===== config.mk =====
export PLATFORM = sky130hd
export DESIGN_NAME = imem_loader_flat
export DESIGN_NICKNAME = d
export VERILOG_FILES = /design/src/rtl/imem_loader_pkg.sv /design/src/rtl/imem_loader_if.sv /design/src/rtl/imem_loader.sv /design/src/flat_wrapper.sv
export SDC_FILE = /design/constraint.sdc
export NUM_CORES = 1
export LEC_CHECK = 0
export CAP_MARGIN = 20
export CORE_UTILIZATION = 30
export CTS_BUF_LIST = sky130_fd_sc_hd__clkbuf_8
export DETAILED_ROUTE_END_ITERATION = 7
export PLACE_DENSITY = 0.49
export RECOVER_POWER = 100
export SKIP_LAST_GASP = 1
export SLEW_MARGIN = 25
export SYNTH_ARGS = -nofsm -noshare
export SYNTH_HDL_FRONTEND = slang
export SYNTH_SLANG_ARGS = --single-unit

===== constraint.sdc =====
create_clock -name clk -period 2 [get_ports clk]
set_clock_uncertainty 0.05 [all_clocks]
set_input_delay 0.4 -clock clk [delete_from_list [all_inputs] [get_ports clk]]
set_output_delay 0.4 -clock clk [all_outputs]
set_load 0.01 [all_outputs]

===== src/rtl/imem_loader_pkg.sv =====
// imem_loader_pkg: state encoding and instruction-memory geometry shared with the PC and imem
package imem_loader_pkg;
  localparam int IMEM_ADDR_W = 9;
  localparam int IMEM_DATA_W = 16;
  typedef enum logic [2:0] {
    IDLE = 3'd0,
    HI   = 3'd1,
    LO   = 3'd2,
    CHK  = 3'd3,
    DONE = 3'd4,
    ERR  = 3'd5
  } state_t;
endpackage


===== src/rtl/imem_loader_if.sv =====
// imem_loader_if: control, byte stream and imem write port of the loader
// i_start/i_load_len: load request; i_byte/i_byte_valid/o_byte_ready: byte stream handshake
// o_wr_en/o_wr_addr/o_wr_data: imem write port; o_cpu_rst/o_busy/o_done/o_err/o_words_loaded: status
interface imem_loader_if import imem_loader_pkg::*; #(
  parameter int ADDR_W = IMEM_ADDR_W,
  parameter int DATA_W = IMEM_DATA_W,
  parameter int LEN_W  = ADDR_W + 1
) ();
  logic              i_start;
  logic [LEN_W-1:0]  i_load_len;
  logic [7:0]        i_byte;
  logic              i_byte_valid;
  logic              o_byte_ready;
  logic              o_wr_en;
  logic [ADDR_W-1:0] o_wr_addr;
  logic [DATA_W-1:0] o_wr_data;
  logic              o_cpu_rst;
  logic              o_busy;
  logic              o_done;
  logic              o_err;
  logic [LEN_W-1:0]  o_words_loaded;
  modport slave (
    input  i_start, i_load_len, i_byte, i_byte_valid,
    output o_byte_ready, o_wr_en, o_wr_addr, o_wr_data, o_cpu_rst, o_busy, o_done, o_err, o_words_loaded
  );
  modport master (
    output i_start, i_load_len, i_byte, i_byte_valid,
    input  o_byte_ready, o_wr_en, o_wr_addr, o_wr_data, o_cpu_rst, o_busy, o_done, o_err, o_words_loaded
  );
endinterface


===== src/rtl/imem_loader.sv =====
// imem_loader: fills instruction memory from a byte stream, verifies an XOR trailer, gates core reset
// clk, rst_n: clock and asynchronous active-low reset
// bus (slave): load request, byte stream handshake, imem write port and load status
module imem_loader import imem_loader_pkg::*; #(
  parameter int ADDR_W    = IMEM_ADDR_W,
  parameter int DATA_W    = IMEM_DATA_W,
  parameter int MAX_WORDS = 2 ** ADDR_W
) (
  input logic          clk,
  input logic          rst_n,
  imem_loader_if.slave bus
);
  localparam int LEN_W = ADDR_W + 1;
  state_t            r_state, w_next;
  logic [LEN_W-1:0]  r_len, r_cnt;
  logic [7:0]        r_hi, r_csum;
  logic              r_wr_en;
  logic [ADDR_W-1:0] r_wr_addr;
  logic [DATA_W-1:0] r_wr_data;
  logic              w_ready, w_xfer, w_len_ok, w_accept;
  assign w_ready  = r_state inside {HI, LO, CHK};
  assign w_xfer   = w_ready && bus.i_byte_valid;
  assign w_len_ok = bus.i_load_len != '0 && bus.i_load_len <= LEN_W'(MAX_WORDS);
  assign w_accept = r_state inside {IDLE, DONE, ERR} && bus.i_start && w_len_ok;
  always_ff @(posedge clk or negedge rst_n)
    if (!rst_n) r_state <= IDLE;
    else        r_state <= w_next;
  always_comb begin
    w_next = r_state;
    case (r_state)
      HI:      w_next = w_xfer ? LO : HI;
      LO:      w_next = !w_xfer ? LO : (r_cnt == r_len - LEN_W'(1)) ? CHK : HI;
      CHK:     w_next = !w_xfer ? CHK : (bus.i_byte == r_csum) ? DONE : ERR;
      default: w_next = !bus.i_start ? r_state : w_len_ok ? HI : ERR;
    endcase
  end
  // the counter advances on the low-byte edge, so words_loaded already counts the word while wr_en is high
  always_ff @(posedge clk or negedge rst_n)
    if (!rst_n) begin
      r_len     <= '0;
      r_cnt     <= '0;
      r_hi      <= '0;
      r_csum    <= '0;
      r_wr_en   <= 1'b0;
      r_wr_addr <= '0;
      r_wr_data <= '0;
    end else begin
      r_wr_en <= 1'b0;
      if (w_accept) begin
        r_len  <= bus.i_load_len;
        r_cnt  <= '0;
        r_csum <= '0;
      end
      if (w_xfer && r_state != CHK) r_csum <= r_csum ^ bus.i_byte;
      if (w_xfer && r_state == HI) r_hi <= bus.i_byte;
      if (w_xfer && r_state == LO) begin
        r_wr_en   <= 1'b1;
        r_wr_addr <= r_cnt[ADDR_W-1:0];
        r_wr_data <= {r_hi, bus.i_byte};
        r_cnt     <= r_cnt + LEN_W'(1);
      end
    end
  assign bus.o_byte_ready   = w_ready;
  assign bus.o_busy         = w_ready;
  assign bus.o_done         = r_state == DONE;
  assign bus.o_cpu_rst      = r_state == DONE;
  assign bus.o_err          = r_state == ERR;
  assign bus.o_wr_en        = r_wr_en;
  assign bus.o_wr_addr      = r_wr_addr;
  assign bus.o_wr_data      = r_wr_data;
  assign bus.o_words_loaded = r_cnt;
endmodule


===== src/flat_wrapper.sv =====
// flat-port wrapper written by rule: the top's interface ports become plain ports
module imem_loader_flat import imem_loader_pkg::*;
#(
  parameter int ADDR_W    = IMEM_ADDR_W,
  parameter int DATA_W    = IMEM_DATA_W,
  parameter int MAX_WORDS = 2 ** ADDR_W
)
  (clk, rst_n, bus_i_start, bus_i_load_len, bus_i_byte, bus_i_byte_valid, bus_o_byte_ready, bus_o_wr_en, bus_o_wr_addr, bus_o_wr_data, bus_o_cpu_rst, bus_o_busy, bus_o_done, bus_o_err, bus_o_words_loaded);
  imem_loader_if #(.ADDR_W(ADDR_W), .DATA_W(DATA_W)) bus_i ();
  input logic clk;
  input logic rst_n;
  input wire logic [$bits(bus_i.i_start)-1:0] bus_i_start;
  input wire logic [$bits(bus_i.i_load_len)-1:0] bus_i_load_len;
  input wire logic [$bits(bus_i.i_byte)-1:0] bus_i_byte;
  input wire logic [$bits(bus_i.i_byte_valid)-1:0] bus_i_byte_valid;
  output wire logic [$bits(bus_i.o_byte_ready)-1:0] bus_o_byte_ready;
  output wire logic [$bits(bus_i.o_wr_en)-1:0] bus_o_wr_en;
  output wire logic [$bits(bus_i.o_wr_addr)-1:0] bus_o_wr_addr;
  output wire logic [$bits(bus_i.o_wr_data)-1:0] bus_o_wr_data;
  output wire logic [$bits(bus_i.o_cpu_rst)-1:0] bus_o_cpu_rst;
  output wire logic [$bits(bus_i.o_busy)-1:0] bus_o_busy;
  output wire logic [$bits(bus_i.o_done)-1:0] bus_o_done;
  output wire logic [$bits(bus_i.o_err)-1:0] bus_o_err;
  output wire logic [$bits(bus_i.o_words_loaded)-1:0] bus_o_words_loaded;
  assign bus_i.i_start = bus_i_start;
  assign bus_i.i_load_len = bus_i_load_len;
  assign bus_i.i_byte = bus_i_byte;
  assign bus_i.i_byte_valid = bus_i_byte_valid;
  assign bus_o_byte_ready = bus_i.o_byte_ready;
  assign bus_o_wr_en = bus_i.o_wr_en;
  assign bus_o_wr_addr = bus_i.o_wr_addr;
  assign bus_o_wr_data = bus_i.o_wr_data;
  assign bus_o_cpu_rst = bus_i.o_cpu_rst;
  assign bus_o_busy = bus_i.o_busy;
  assign bus_o_done = bus_i.o_done;
  assign bus_o_err = bus_i.o_err;
  assign bus_o_words_loaded = bus_i.o_words_loaded;
  imem_loader #(.ADDR_W(ADDR_W), .DATA_W(DATA_W), .MAX_WORDS(MAX_WORDS)) u_core (.clk(clk), .rst_n(rst_n), .bus(bus_i));
endmodule

* Word level (Yosys, flattened, before mapping)
Index checks and enable logic that the tools add are counted.
** Word-level totals
- Logic and storage cells :: 47
- Flip-flop bits (word level) :: 65
- ROM bits :: 0
- Memory bits (writable) :: 0
- Output and inout port bits :: 41
- Bits in latches :: 0
- Memories :: 0
** Operators by class
- Add/subtract/negate cells :: 2
- Mux-type cells :: 13
- Multipliers :: 0
- Shifts and indexed selects :: 0
- Order comparisons :: 1
- Bitwise gates (word level) :: 1
- Equality and inequality tests :: 8
- Divide/modulo/power cells :: 0
- Reduce and logical (&&, ||, !) cells :: 14
** Operators with widths (count)
- two-way mux 10 bit :: 2
- two-way mux 8 bit :: 2
- two-way mux 3 bit :: 4
- adder 10 x 1 -> 10 bit, second input constant :: 1
- equality test 10 bit :: 1
- less-or-equal comparator 10 bit, second input constant :: 1
- nonzero test 10 bit :: 1
- subtractor 10 x 1 -> 10 bit, second input constant :: 1
- one-hot mux 3 bit (3 select lines) :: 1
- equality test 8 bit :: 1
- XOR 8 bit :: 1
- logical AND 1 bit :: 7
- equality test 3 x 2 -> 1 bit, second input constant :: 2
- equality test 3 bit, second input constant :: 2
- nonzero test 3 bit :: 2
- two-way mux 2 bit :: 2
- nonzero test 2 bit :: 2
- nonzero test 4 bit :: 1
- equality test 3 x 1 -> 1 bit, second input constant :: 1
- logical NOT 3 bit :: 1
- inequality test 3 x 2 -> 1 bit, second input constant :: 1
- two-way mux 1 bit :: 2

* Depth between registers and ports, before layout
- Word-level depth :: 6
- Mapped depth :: 9

* Worst setup path before layout
OpenSTA, ideal clock, no wires.
- Path kind :: input-to-reg
- Start point :: input bus_i_load_len[4]
- End point :: register u_core.r_cnt[8] (netlist: u_core.bus.o_words_loaded[8])
- Path slack :: -0.356 ns
- Cell stages on the path :: 7
- Setup time :: 0.081 ns
- Arrival :: 2.225 ns
- Required time :: 1.869 ns
- Cell sequence :: or4_4 or4_4 and3_1 buf_6 or2_1 buf_6 a31oi_4
** On the way
- Longest elaborated chain between the ends :: 4
- Elaborated cells between the ends (all ways) :: 5
- Those cells by class :: order compare: 1; reduce/logical: 4
** RTL lines
- start, declared :: line flat_wrapper.sv:13 : input wire logic [$bits(bus_i.i_load_len)-1:0] bus_i_load_len;
- less-or-equal comparator 10 bit or nonzero test 10 bit (tied branches) :: line imem_loader.sv:23 : assign w_len_ok = bus.i_load_len != '0 && bus.i_load_len <= LEN_W'(MAX_WORDS);
- logical AND 1 bit * :: line imem_loader.sv:23
- logical AND 1 bit * :: line imem_loader.sv:24 : assign w_accept = r_state inside {IDLE, DONE, ERR} && bus.i_start && w_len_ok;
- nonzero test 2 bit (no source line) *
- end signal, assigned :: line imem_loader.sv:60 : r_cnt <= r_cnt + LEN_W'(1);
- end, declared :: line imem_loader.sv:15 : logic [LEN_W-1:0] r_len, r_cnt;
Mark *: on every way between the ends. The rest lies on a longest branch, timed or not.
A chain may end at the register's enable or synchronous reset.

* Final worst setup path
- Start point :: input bus_i_load_len[7]
- End point :: register u_core.r_cnt[8] (netlist: u_core.bus.o_words_loaded[8])
The elaborated chain is that of the path after synthesis.

==> flow_metrics.env <==
export IMPL_fin_util_pct=43.47
export IMPL_cts_tree="done"
export IMPL_clock_sinks=65
export IMPL_synth_seq_cells=65
export IMPL_cts_made_buffers=9
export IMPL_grt_max_degree=33
export IMPL_nets=478
export IMPL_track_usage_pct=15.82
export IMPL_register_area_um2=1629
export IMPL_worst_path_buf_inv=1
export IMPL_root_buffer="clkbuf_8"
export IMPL_fillers=1072
export IMPL_final_common_cell="nand2_1"
export IMPL_synth_top_area_share_pct=50.06
export IMPL_die_w_um=106.1
export IMPL_postSynthAreaPerCell_um2=9.364
export IMPL_yosysTopAreaCell="dfrtp_1"
export IMPL_grt_pass1_vias=2737
export IMPL_vias=2812
export IMPL_portBuffers=62
export IMPL_drt_initial_drc_count=62
export IMPL_synth_nets=371
export IMPL_viasPerCell=4.734
export IMPL_path_cells="clkbuf_1 -> or4_4 -> or4_1 -> and3_4 -> or2_4 -> a31oi_4"
export IMPL_leakage_nw=2.147
export IMPL_criticalPathCategory="in2reg"
export IMPL_hold_class="in2reg"
export IMPL_finalHoldViolations=0
export IMPL_finalWirelength_um=8121
export IMPL_rsz0062_at_grt="true"
export IMPL_finalSetupViolations=0
export IMPL_final_cell_mix="99 x nand2_1, 63 x dfrtp_1, 40 x buf_4"
export IMPL_overflow=0
export IMPL_cp_end_kind="flip-flop"
export IMPL_min_period_over_period_pct=97.97
export IMPL_htreeDepth=3
export IMPL_drc=0
export IMPL_slew_violations=0
export IMPL_synth_ff_type="dfrtp_1"
export IMPL_wl_per_cell_um=13.67
export IMPL_start_util_pct=31.20
export IMPL_drive_gt1_share_pct=22.49
export IMPL_ys_seq_area_share_pct=50.06
export IMPL_max_freq_ghz=0.5103
export IMPL_clk_latency_ns=0.35
export IMPL_clkTransAtPathRegs_ns=0.07
export IMPL_grt_pass1_wl_um=13720
export IMPL_p_per_area_nw_per_um2=1190
export IMPL_cp_max_fo=7
export IMPL_clockBufferDepth=2
export IMPL_cp_top_family="simple AND/OR/NAND/NOR gates"
export IMPL_slew_headroom_pct=24.74
export IMPL_ios=63
export IMPL_design_core_area_um2=10420
export IMPL_stdcell_area_um2=4528
export IMPL_antenna_found_initial=0
export IMPL_slowest_stage="or4_4"
export IMPL_syn_area_um2=3249
export IMPL_status="complete, no violations"
export IMPL_cap_viol_max_count=0
export IMPL_dp_hpwl_um=5856
export IMPL_crit_required_ns=2.22
export IMPL_antennaDiodeCount=0
export IMPL_placed_area_um2=4324
export IMPL_ys_warn_count=0
export IMPL_fin_crit_ns=1.959
export IMPL_die_area_um2=11250
export IMPL_synth_distinct_cells=47
export IMPL_finalWorstSetupSlack_ns=0.04050
export IMPL_die_y_um=106.1
export IMPL_drtAntennaViolNets=0
export IMPL_rows=37
export IMPL_gp_congestion=0.7616
export IMPL_synth_area_leaders="dfrtp_1 50%, nand2_1 11%, mux2_2 5.2%"
export IMPL_critPathMaxStageDelay_ns=0.54
export IMPL_dp_slack_ns=-0.7655
export IMPL_multiInputGateArea_um2=1548
export IMPL_synth_cells=347
export IMPL_first_pass_iters=4
export IMPL_async_flop_share_pct=100.0
export IMPL_peakVddDrop_mv=0.5332
export IMPL_crit_path_start_kind="primary input"
export IMPL_worst_pin_slew_ns=1.129
export IMPL_synth_edff_count=0
export IMPL_arrival_ns=2.17
export IMPL_areaGrowthSynthToFinish_pct=39.35
[area by class of cell]
type	count	share of cell area (%)
Sequential cell	65	35.98
Multi-Input combinational cell	257	34.18
Timing Repair Buffer	114	21.61
Tap cell	136	3.758
Clock buffer	9	2.736
Clock inverter	6	1.161
Inverter	7	0.5803
[power breakdown]
part           internal, mW  switching, mW  total, mW  leakage (nW)
sequential             1.78          0.375       2.16         0.832
clock                 0.553          0.512       1.07         0.101
combinational          1.15           1.01       2.17          1.21
[per-layer routing]
metal | global-route usage [%] | share of wire, % | vias up
li1 | - | - | 1402
met2 | 23.81 | 45 | 59
met4 | 8.532 | 1.9 | 0
met3 | 2.269 | 3.4 | 13
met1 | 21.93 | 49 | 1338
met5 | 0 | 0 | -
[sequential cells by signal, indices dropped and copies added, names as in the netlist]
signal / cells
u_core.bus.o_wr_data: 16
u_core.r_len: 10
u_core.bus.o_wr_en: 1
u_core.r_hi: 8
u_core.r_csum: 8
u_core.bus.o_wr_addr: 9
u_core.bus.o_words_loaded: 10
u_core.r_state: 3
[stage by stage]
step,setup TNS [ns],hold slack [ns],cells,power (mW)
after floorplan,-5.348,0.05441,347,3.354
after global placement,-18.37,0.3437,572,4.376
after detailed placement,-19.05,0.3509,572,4.417
after CTS,-0.6125,0.2188,595,5.566
after global routing,-0.008387,0.2355,594,5.812
final,0,0.2308,594,5.388
[cell usage after synthesis, types with 2 or more instances]
library cell,count
a211oi_1,2
a21o_1,3
a21oi_1,11
a21oi_2,4
a31o_2,3
a31oi_1,4
a31oi_4,2
a41oi_1,2
and3_1,3
buf_1,2
buf_4,2
buf_6,2
clkbuf_1,11
dfrtp_1,65
ha_1,2
inv_1,7
mux2_2,15
nand2_1,99
nand2b_1,3
nand3_1,4
nand4_1,4
nor2_1,17
nor2b_1,4
nor3_1,5
nor3b_1,2
nor4_1,2
o21a_1,4
o21ai_0,24
o31ai_1,2
or2_2,3
or3_1,2
or4_4,2
xnor2_1,11
xor2_1,6
[kinds of logic after synthesis]
| logic type | Yosys count | share of synthesized area, % |
|---|---|---|
| xor gates and xnor gates | 17 | 4.582 |
| adders and majority gates | 2 | 0.7700 |
| DFF | 65 | 50.06 |
| and+or+nand+nor | 156 | 21.37 |
| muxes | 16 | 5.891 |
| AOI/OAI and AO/OA | 66 | 13.71 |
| buffers and inverters | 25 | 3.619 |
[path summary, 6_finish.rpt]
kind / start / to / slack, ns / cells after the start
max: bus_i_load_len[7] / u_core.bus.o_words_loaded[8] / 0.04 / 6
min: bus_i_load_len[8] / u_core.r_len[8] / 0.23 / 2
max reg2reg: u_core.r_len[0] / u_core.r_state[1] / 0.16 / 6
min reg2reg: u_core.bus.o_wr_addr[2] / u_core.bus.o_wr_addr[2] / 0.42 / 2
max in group asynchronous: rst_n / u_core.bus.o_words_loaded[8] / 0.28 / 3
min in group asynchronous: rst_n / u_core.r_csum[3] / 0.74 / 2
[timing repair]
action                                  4_1_cts  5_1_grt
pin swaps                                     5        5
setup buffers                                 8        0
endpoints found under the hold margin        17        0
resized for setup                            37       15
endpoints found under the setup margin       33       29
hold buffers                                  1        0
No activity file was read; power rests on OpenSTA's default activity.
